==> config.mk <==
export PLATFORM = sky130hd
export DESIGN_NAME = instr_cache_flat
export DESIGN_NICKNAME = d
export VERILOG_FILES = /design/src/rtl/cpu_types_pkg.sv /design/src/rtl/instr_cache_if.sv /design/src/rtl/instr_cache.sv /design/src/flat_wrapper.sv
export SDC_FILE = /design/constraint.sdc
export NUM_CORES = 1
export LEC_CHECK = 0
export CAP_MARGIN = 10
export CORE_MARGIN = 2
export CORE_UTILIZATION = 30
export DETAILED_ROUTE_END_ITERATION = 8
export PLACE_DENSITY = 0.56
export SLEW_MARGIN = 40
export SYNTH_ARGS = -nofsm -noshare
export SYNTH_HDL_FRONTEND = slang
export SYNTH_SLANG_ARGS = --single-unit
==> constraint.sdc <==
create_clock -name CLK -period 6.2 [get_ports CLK]
set_clock_uncertainty 0.1 [all_clocks]
set_input_delay 1.55 -clock CLK [delete_from_list [all_inputs] [get_ports CLK]]
set_output_delay 1.55 -clock CLK [all_outputs]
set_load 0.02 [all_outputs]
==> src/rtl/cpu_types_pkg.sv <==
// Shared CPU-side types: machine word and the instruction cache controller states.
package cpu_types_pkg;

    typedef logic [31:0] word_t;

    typedef enum logic {
        IDLE = 1'b0,
        FILL = 1'b1
    } icache_state_t;

endpackage

==> src/rtl/instr_cache_if.sv <==
// Fetch-side and memory-side signals of the instruction cache.
// The slave modport is the cache's own view; master is the datapath/memory side.
interface instr_cache_if;
    import cpu_types_pkg::*;

    logic  imemREN;
    word_t imemaddr;
    logic  flush;
    logic  ihit;
    word_t imemload;
    logic  iREN;
    word_t iaddr;
    word_t iload;
    logic  iwait;

    modport slave (
        input  imemREN, imemaddr, flush, iload, iwait,
        output ihit, imemload, iREN, iaddr
    );

    modport master (
        output imemREN, imemaddr, flush, iload, iwait,
        input  ihit, imemload, iREN, iaddr
    );

endinterface

==> src/rtl/instr_cache.sv <==
// Direct-mapped, read-only instruction cache. Hits are combinational; a miss
// fills the whole line word by word from memory before the fetch can hit.
module instr_cache #(
    parameter int SETS     = 16,
    parameter int BLKWORDS = 2
) (
    input  logic          CLK,
    input  logic          nRST,
    instr_cache_if.slave  cif
);
    import cpu_types_pkg::*;

    localparam int OFF_BITS = $clog2(BLKWORDS);
    localparam int IDX_W    = $clog2(SETS);
    localparam int TAG_W    = 32 - 2 - OFF_BITS - IDX_W;
    localparam int CNT_W    = (OFF_BITS > 0) ? OFF_BITS : 1;
    localparam logic [CNT_W-1:0] LAST = CNT_W'(BLKWORDS - 1);

    icache_state_t    state;
    icache_state_t    next_state;
    logic [SETS-1:0]  valid;
    logic [TAG_W-1:0] tag_arr  [SETS];
    word_t            data_arr [SETS][BLKWORDS];

    logic [TAG_W-1:0] req_tag;
    logic [IDX_W-1:0] req_idx;
    logic [CNT_W-1:0] req_off;
    logic [TAG_W-1:0] fill_tag;
    logic [IDX_W-1:0] fill_idx;
    logic [CNT_W-1:0] cnt;
    logic [CNT_W-1:0] cnt_next;
    logic             abort;

    logic             lookup_hit;
    logic             start_fill;
    logic             beat;
    logic             fill_done;
    logic             ihit;
    word_t            imemload;
    logic             iren;
    word_t            iaddr;

    assign req_off = CNT_W'((cif.imemaddr >> 2) & 32'(BLKWORDS - 1));
    assign req_idx = IDX_W'(cif.imemaddr >> (2 + OFF_BITS));
    assign req_tag = TAG_W'(cif.imemaddr >> (2 + OFF_BITS + IDX_W));

    assign lookup_hit = valid[req_idx] && (tag_arr[req_idx] == req_tag);

    // A flush cycle counts as a miss, so a request held through it starts a fill.
    always_comb begin
        next_state = state;
        ihit       = 1'b0;
        imemload   = '0;
        iren       = 1'b0;
        iaddr      = '0;
        start_fill = 1'b0;
        beat       = 1'b0;
        fill_done  = 1'b0;
        cnt_next   = cnt;
        case (state)
            IDLE: begin
                if (cif.imemREN) begin
                    if (lookup_hit && !cif.flush) begin
                        ihit     = 1'b1;
                        imemload = data_arr[req_idx][req_off];
                    end else begin
                        start_fill = 1'b1;
                        next_state = FILL;
                    end
                end
            end
            FILL: begin
                iren  = 1'b1;
                iaddr = {fill_tag, fill_idx, {(OFF_BITS + 2){1'b0}}} | (32'(cnt) << 2);
                if (!cif.iwait) begin
                    beat     = 1'b1;
                    cnt_next = (cnt == LAST) ? '0 : cnt + 1'b1;
                    if (cnt == LAST) begin
                        fill_done  = 1'b1;
                        next_state = IDLE;
                    end
                end
            end
            default: next_state = IDLE;
        endcase
    end

    // Flush always beats a completing fill; an aborted fill never sets valid.
    always_ff @(posedge CLK or negedge nRST) begin
        if (!nRST) begin
            state    <= IDLE;
            valid    <= '0;
            cnt      <= '0;
            abort    <= 1'b0;
            fill_tag <= '0;
            fill_idx <= '0;
        end else begin
            state <= next_state;
            if (start_fill) begin
                fill_tag <= req_tag;
                fill_idx <= req_idx;
                cnt      <= '0;
            end else begin
                cnt <= cnt_next;
            end
            if (fill_done) begin
                abort <= 1'b0;
            end else if (state == FILL && cif.flush) begin
                abort <= 1'b1;
            end
            if (cif.flush) begin
                valid <= '0;
            end else if (fill_done && !abort) begin
                valid[fill_idx] <= 1'b1;
            end
        end
    end

    always_ff @(posedge CLK) begin
        if (beat) begin
            data_arr[fill_idx][cnt] <= cif.iload;
        end
        if (fill_done) begin
            tag_arr[fill_idx] <= fill_tag;
        end
    end

    assign cif.ihit     = ihit;
    assign cif.imemload = imemload;
    assign cif.iREN     = iren;
    assign cif.iaddr    = iaddr;

endmodule

==> src/flat_wrapper.sv <==
// flat-port wrapper written by rule: the top's interface ports become plain ports
module instr_cache_flat import cpu_types_pkg::*;
#(
    parameter int SETS     = 16,
    parameter int BLKWORDS = 2
)
  (CLK, nRST, cif_imemREN, cif_imemaddr, cif_flush, cif_iload, cif_iwait, cif_ihit, cif_imemload, cif_iREN, cif_iaddr);
  instr_cache_if cif_i ();
  input  logic CLK;
  input  logic nRST;
  input wire logic [$bits(cif_i.imemREN)-1:0] cif_imemREN;
  input wire logic [$bits(cif_i.imemaddr)-1:0] cif_imemaddr;
  input wire logic [$bits(cif_i.flush)-1:0] cif_flush;
  input wire logic [$bits(cif_i.iload)-1:0] cif_iload;
  input wire logic [$bits(cif_i.iwait)-1:0] cif_iwait;
  output wire logic [$bits(cif_i.ihit)-1:0] cif_ihit;
  output wire logic [$bits(cif_i.imemload)-1:0] cif_imemload;
  output wire logic [$bits(cif_i.iREN)-1:0] cif_iREN;
  output wire logic [$bits(cif_i.iaddr)-1:0] cif_iaddr;
  assign cif_i.imemREN = cif_imemREN;
  assign cif_i.imemaddr = cif_imemaddr;
  assign cif_i.flush = cif_flush;
  assign cif_i.iload = cif_iload;
  assign cif_i.iwait = cif_iwait;
  assign cif_ihit = cif_i.ihit;
  assign cif_imemload = cif_i.imemload;
  assign cif_iREN = cif_i.iREN;
  assign cif_iaddr = cif_i.iaddr;
  instr_cache #(.SETS(SETS), .BLKWORDS(BLKWORDS)) u_core (.CLK(CLK), .nRST(nRST), .cif(cif_i));
endmodule
# --- After elaboration in Yosys (flattened, before gate mapping) ---
# Memory sizes are Yosys's and may differ from the RTL's.
# Index checks and enable logic that the tools add are counted.
# Widths: inputs -> output; s select.
op_classes:
  add_sub_neg: 1
  n_lt_le_gt_ge: 6
  n_eq_ne: 2
  mux: 40
  bitwise: 5
  n_reduce_logical: 12
op_table:
  columns: ["op", "count"]
  rows:
  - ["$mux 32", 8]
  - ["$mux 64", 1]
  - ["$demux 32 s1", 1]
  - ["$mux 16", 2]
  - ["$or 32x3->32", 1]
  - ["$eq 25x25->1", 1]
  - ["$mux 1", 25]
  - ["$or 16x16->16", 1]
  - ["$lt 4x5->1 const B", 2]
  - ["$logic_and 1x1->1", 6]
  - ["$reduce_bool 2->1", 3]
  - ["$bmux 1 s4", 1]
  - ["$demux 1 s4", 1]
  - ["$ge 2x2->1 const B", 2]
  - ["$ge 4x1->1 const B", 1]
  - ["$not 1->2", 2]
  - ["$logic_not 1->1", 2]
  - ["$lt 2x1->1 const B", 1]
  - ["$ne 2x1->1 const B", 1]
  - ["$pmux 1 s2", 1]
  - ["$reduce_and 2->1", 1]
  - ["$add 1x1->1 const B", 1]
  - ["$not 1->1", 1]
totals:
  ff_bits: 48
  ram_bits: 1424
  out_inout_bits: 66
  wordCells: 74
  mem_count: 2
memory_table:
  columns: ["name", "depth", "width", "read_ports", "rd_ports_with_merged_regs", "wr", "line_no", "text"]
  rows:
  - ["u_core.data_arr", 16, 64, 1, 0, 1, "instr_cache.sv:23", "word_t data_arr [SETS][BLKWORDS];"]
  - ["u_core.tag_arr", 16, 25, 1, 0, 1, "instr_cache.sv:22", "logic [TAG_W-1:0] tag_arr [SETS];"]

# --- Depth between registers and ports, before layout ---
logic_depth:
  ltp_word: 9
  mapped_depth: 14
  ltp_nobuf: 8

# --- Worst setup path before layout ---
# No wires, ideal clock.
synth_path:
  path_kind: "input to output"
  start: "in cif_imemaddr[3]"
  end: "out cif_imemload[10]"
  t_arrival_ns: 4.253
  setup_slack_ns: 0.297
  stages: 10
  path_buffers: 6
  path_cell_list: "buf_6 > buf_6 > buf_2 > buf_2 > buf_1 > buf_2 > mux4_2 > mux4_2 > mux2i_1 > nor2_1"
synth_via:
  elab_chain_cells: 7
  word_cells_on_any_way: 13
  classes_between: "eq/ne (1); mux (8); reduce/logical (2); memory (2)"
synth_rtl:
  columns: ["element", "line_no", "text"]
  rows:
  - ["start: declaration", "flat_wrapper.sv:12", "input wire logic [$bits(cif_i.imemaddr)-1:0] cif_imemaddr;"]
  - ["$mem_v2 16x25, or another cell as far along", null, null]
  - ["$eq 25x25->1, or another cell as far along", "instr_cache.sv:47", "assign lookup_hit = valid[req_idx] && (tag_arr[req_idx] == req_tag);"]
  - ["$logic_and 1x1->1 / $mux 32 (equally long branches)", "instr_cache.sv:47, instr_cache.sv:65", null]
  - ["$logic_and 1x1->1 / $mux 32 (equally long branches)", "instr_cache.sv:63, instr_cache.sv:65", null]
  - ["$mux 32 (*)", "instr_cache.sv:63", "if (lookup_hit && !cif.flush) begin"]
  - ["$mux 32 (*)", "instr_cache.sv:62", "if (cif.imemREN) begin"]
  - ["$mux 32 (*)", "instr_cache.sv:60", "case (state)"]
  - ["end: declaration", "flat_wrapper.sv:17", "output wire logic [$bits(cif_i.imemload)-1:0] cif_imemload;"]
# Mark *: on every way between the ends. The rest lies on a longest branch, timed or not. The select of a mux whose other input is x is not followed.

# --- Worst setup path after layout ---
layout_path:
  start: "in cif_imemaddr[3]"
  end: "out cif_imemload[0]"
# The elaborated chain is that of the path after synthesis.

==> results.ini <==
[run_status]
status = finished, violations left
violations = negative setup slack

[detailed_routing]
drc = 0
viasPerCell = 4.92
wire_per_inst_um = 26.6
finalWirelength_um = 147000
vias = 27166
initialDrtViolationCount = 2768
drt-pass1-iter-count = 6
antenna_left = 0

[sta]
max_slew_margin_pct = 42.1
hold_viol_final = 0
period_share_pct = 101
whs_ps = 400
slew_viol_final = 0
setup_ws_ps = -87.8
max_freq_ghz = 0.159
grt_setup_unrepaired = yes
tightest_slew_ps = 866
finalSetupViolCount = 23
fin_crit_ps = 6290

[place]
gp_congestion = 0.751
port_buffers = 130
dp.cells = 5212
hpwl_um = 83300

[clocking]
cts_tree = done
clkLatencyLatePin_ps = 770
cts_sinks = 1472
holdBufCountCts = 0
ctsHtreeMaxLevel = 4
clk_pin_slew_worst_paths_ps = 60
cts_made_buffers = 153
clockBufferDepth = 3
cts_root_buf = clkbuf_16

[critical_path]
reg2regPathDepth = 4
criticalPathCategory = primary input to primary output
arrival_ps = 4640
endpoint_kind = primary output
start_kind = primary input
max_stage_delay_ps = 500
r2r-end = u_core.data_arr[15][61]
cp.buffers_inverters = 5
r2r_slack_ps = 2810
cp_top_family = buffers and inverters
crit_top_cell = buf_4
required_ps = 4550
crit_path_max_fanout = 15
reg2reg_from = u_core.state
cpMaxStageDelayCell = mux4_2
crit_chain = buf_16 > buf_4 > mux4_2 > a22o_1 > a221oi_2 > xor2_1 > nand4_1 > and3b_1 > nand4_1 > buf_4 > buf_8 > nor2_4 > buf_4

[synth]
yosys_warnings = 0
ys_types = 60
syn_area_um2 = 57100
synthCells = 2488
async_reset_ff_share_pct = 3.26
ys.flop_type = edfxtp_1
ys_ff_latch = 1472
postSynthAreaPerCell_um2 = 23.0
synth_edf_count = 1424
ys_seq_area_share_pct = 77.0

[global_route]
grt_pass1_wl_um = 206000
antenna_found_initial = 15
grt-ovfl-total = 0
track_usage_pct = 14.8
grt_pass1_vias = 27933
grt_max_degree = 79

[die]
row_count = 160
ios = 135
coreArea_um2 = 190000
die-height_um = 440
initial_core_util_pct = 30.1
fp.dieW_um = 440
die-area_um2 = 194000

[power]
vdd_ir_drop_max_mv = 0.258
power_density_nw_per_um2 = 353
power_leakage_nw = 22.0

[cells_and_area]
drive_above_1_share_pct = 35.4
layout.nets = 2952
fin_cells = 5519
area.growth.synth_to_final_pct = 20.5
n_fill_cell = 17343
postLayoutCoreUtil_pct = 36.3
final_common_cell = edfxtp_1
final_cell_mix = edfxtp_1 (1424), mux4_2 (403), buf_4 (196)

[worst_hold_path]
hp-class = flop to flop
worstHoldStart = u_core.valid[5]
min_to = u_core.valid[5]
holdPathStages = 2

[flow_run]
maxCapViolations = 0

final cells by class:
class	count	area (um2)	share of cell area [%]
diodes	1	2.50	0.00363
well taps	2511	3140	4.56
clock inverters	93	1110	1.62
clock buffers	186	4010	5.83
flip-flops and latches	1472	44000	63.8
repair buffers	379	3630	5.28
inverters	5	21.3	0.0309
multi-input cells	872	13000	18.8
metrics by stage:
| step | setup TNS [ps] | instance area (um2) | total power [mW] | worst slack [ps] |
|---|---|---|---|---|
| 2_1_floorplan | 0 | 57100 | 13.8 | 297 |
| 3_3_place_gp | -12290 | 63100 | 15.2 | -424 |
| 3_5_place_dp | -12420 | 63300 | 15.3 | -435 |
| 4_1_cts | -91.8 | 68500 | 24.6 | -74.1 |
| 5_1_grt | -1160 | 68900 | 25.1 | -75.4 |
| 6_report | -733 | 68900 | 24.3 | -87.8 |
cell usage after synthesis (4+ instances only):
library cell / instances / area share, %
edfxtp_1: 1424 / 75
xnor2_1: 13 / 0.20
mux2i_1: 95 / 1.7
nor2_1: 115 / 0.76
buf_6: 7 / 0.14
a22o_1: 9 / 0.14
buf_4: 13 / 0.17
dfrtp_1: 48 / 2.1
a221oi_1: 6 / 0.092
nand3_1: 14 / 0.12
nand2_1: 23 / 0.15
a221oi_2: 5 / 0.13
nand4_1: 5 / 0.055
inv_1: 4 / 0.026
nand2b_1: 5 / 0.055
nor2b_1: 13 / 0.14
mux4_2: 403 / 16
o21ai_0: 6 / 0.053
buf_1: 30 / 0.20
buf_2: 37 / 0.32
a22oi_1: 12 / 0.16
and2_1: 34 / 0.37
mux2_2: 13 / 0.26
a31oi_1: 12 / 0.13
nor3_1: 8 / 0.070
xor2_1: 13 / 0.20
clkbuf_1: 50 / 0.33
mux2_4: 19 / 0.50
a21oi_1: 8 / 0.070
cells by family (layout without fill, tap and decap cells):
family / after synthesis / in the layout / synth area share, %
AOI/OAI and AO/OA: 84 / 84 / 1.19
other: 1 / 3 / 0.00656
xor gates and xnor gates: 26 / 26 / 0.399
DFF: 1472 / 1472 / 77.0
and+or+nand+nor: 230 / 230 / 1.90
buffers and inverters: 145 / 663 / 1.25
muxes: 530 / 530 / 18.3
registers in the layout, indices dropped and copies added (netlist names):
register         cells
u_core.valid        16
u_core.abort         1
u_core.data_arr   1024
u_core.fill_tag     25
u_core.cnt           1
u_core.tag_arr     400
u_core.fill_idx      4
u_core.state         1
worst max-delay path by stage:
stage | from | to | depth (start not counted)
5_1_grt | cif_imemaddr[3] | cif_imemload[0] | 13
3_3_place_gp | cif_imemaddr[6] | cif_imemload[16] | 12
2_1_floorplan | cif_imemaddr[3] | cif_imemload[10] | 10
6_report | cif_imemaddr[3] | cif_imemload[0] | 13
4_1_cts | cif_imemaddr[4] | cif_imemload[10] | 15
3_5_place_dp | cif_imemaddr[6] | cif_imemload[28] | 12
repair_timing:
| item | 4_1_cts | 5_1_grt |
|---|---|---|
| resized for setup | 50 | 80 |
| cloned | 0 | 6 |
| pin swaps | 1 | 10 |
| endpoints found under the hold margin | 0 | 0 |
| setup buffers | 0 | 20 |
| setup endpoints to repair | 32 | 32 |
report_power, final:
group	internal, mW	leakage [nW]	switching (mW)
sequential	11.9	13.4	0.569
combinational	1.08	6.09	1.52
clock	5.34	2.49	3.95
total	18.3	22.0	6.04
routing by layer:
metal,wire length [um],track usage [%],vias to the layer above,part of all wire [%]
met5,66,0,-,0.045
met4,3330,3.89,12,2.3
met3,7290,2.45,217,5.0
met2,73200,24.7,749,50
met1,62900,20.0,14885,43
li1,-,-,11303,-
worst min-delay path, stage by stage, from the launching register on:
cell	delay (ps)
dfrtp_1	340
a31oi_1	40
nor2_1	80
Power figures use the tool's default switching activity.
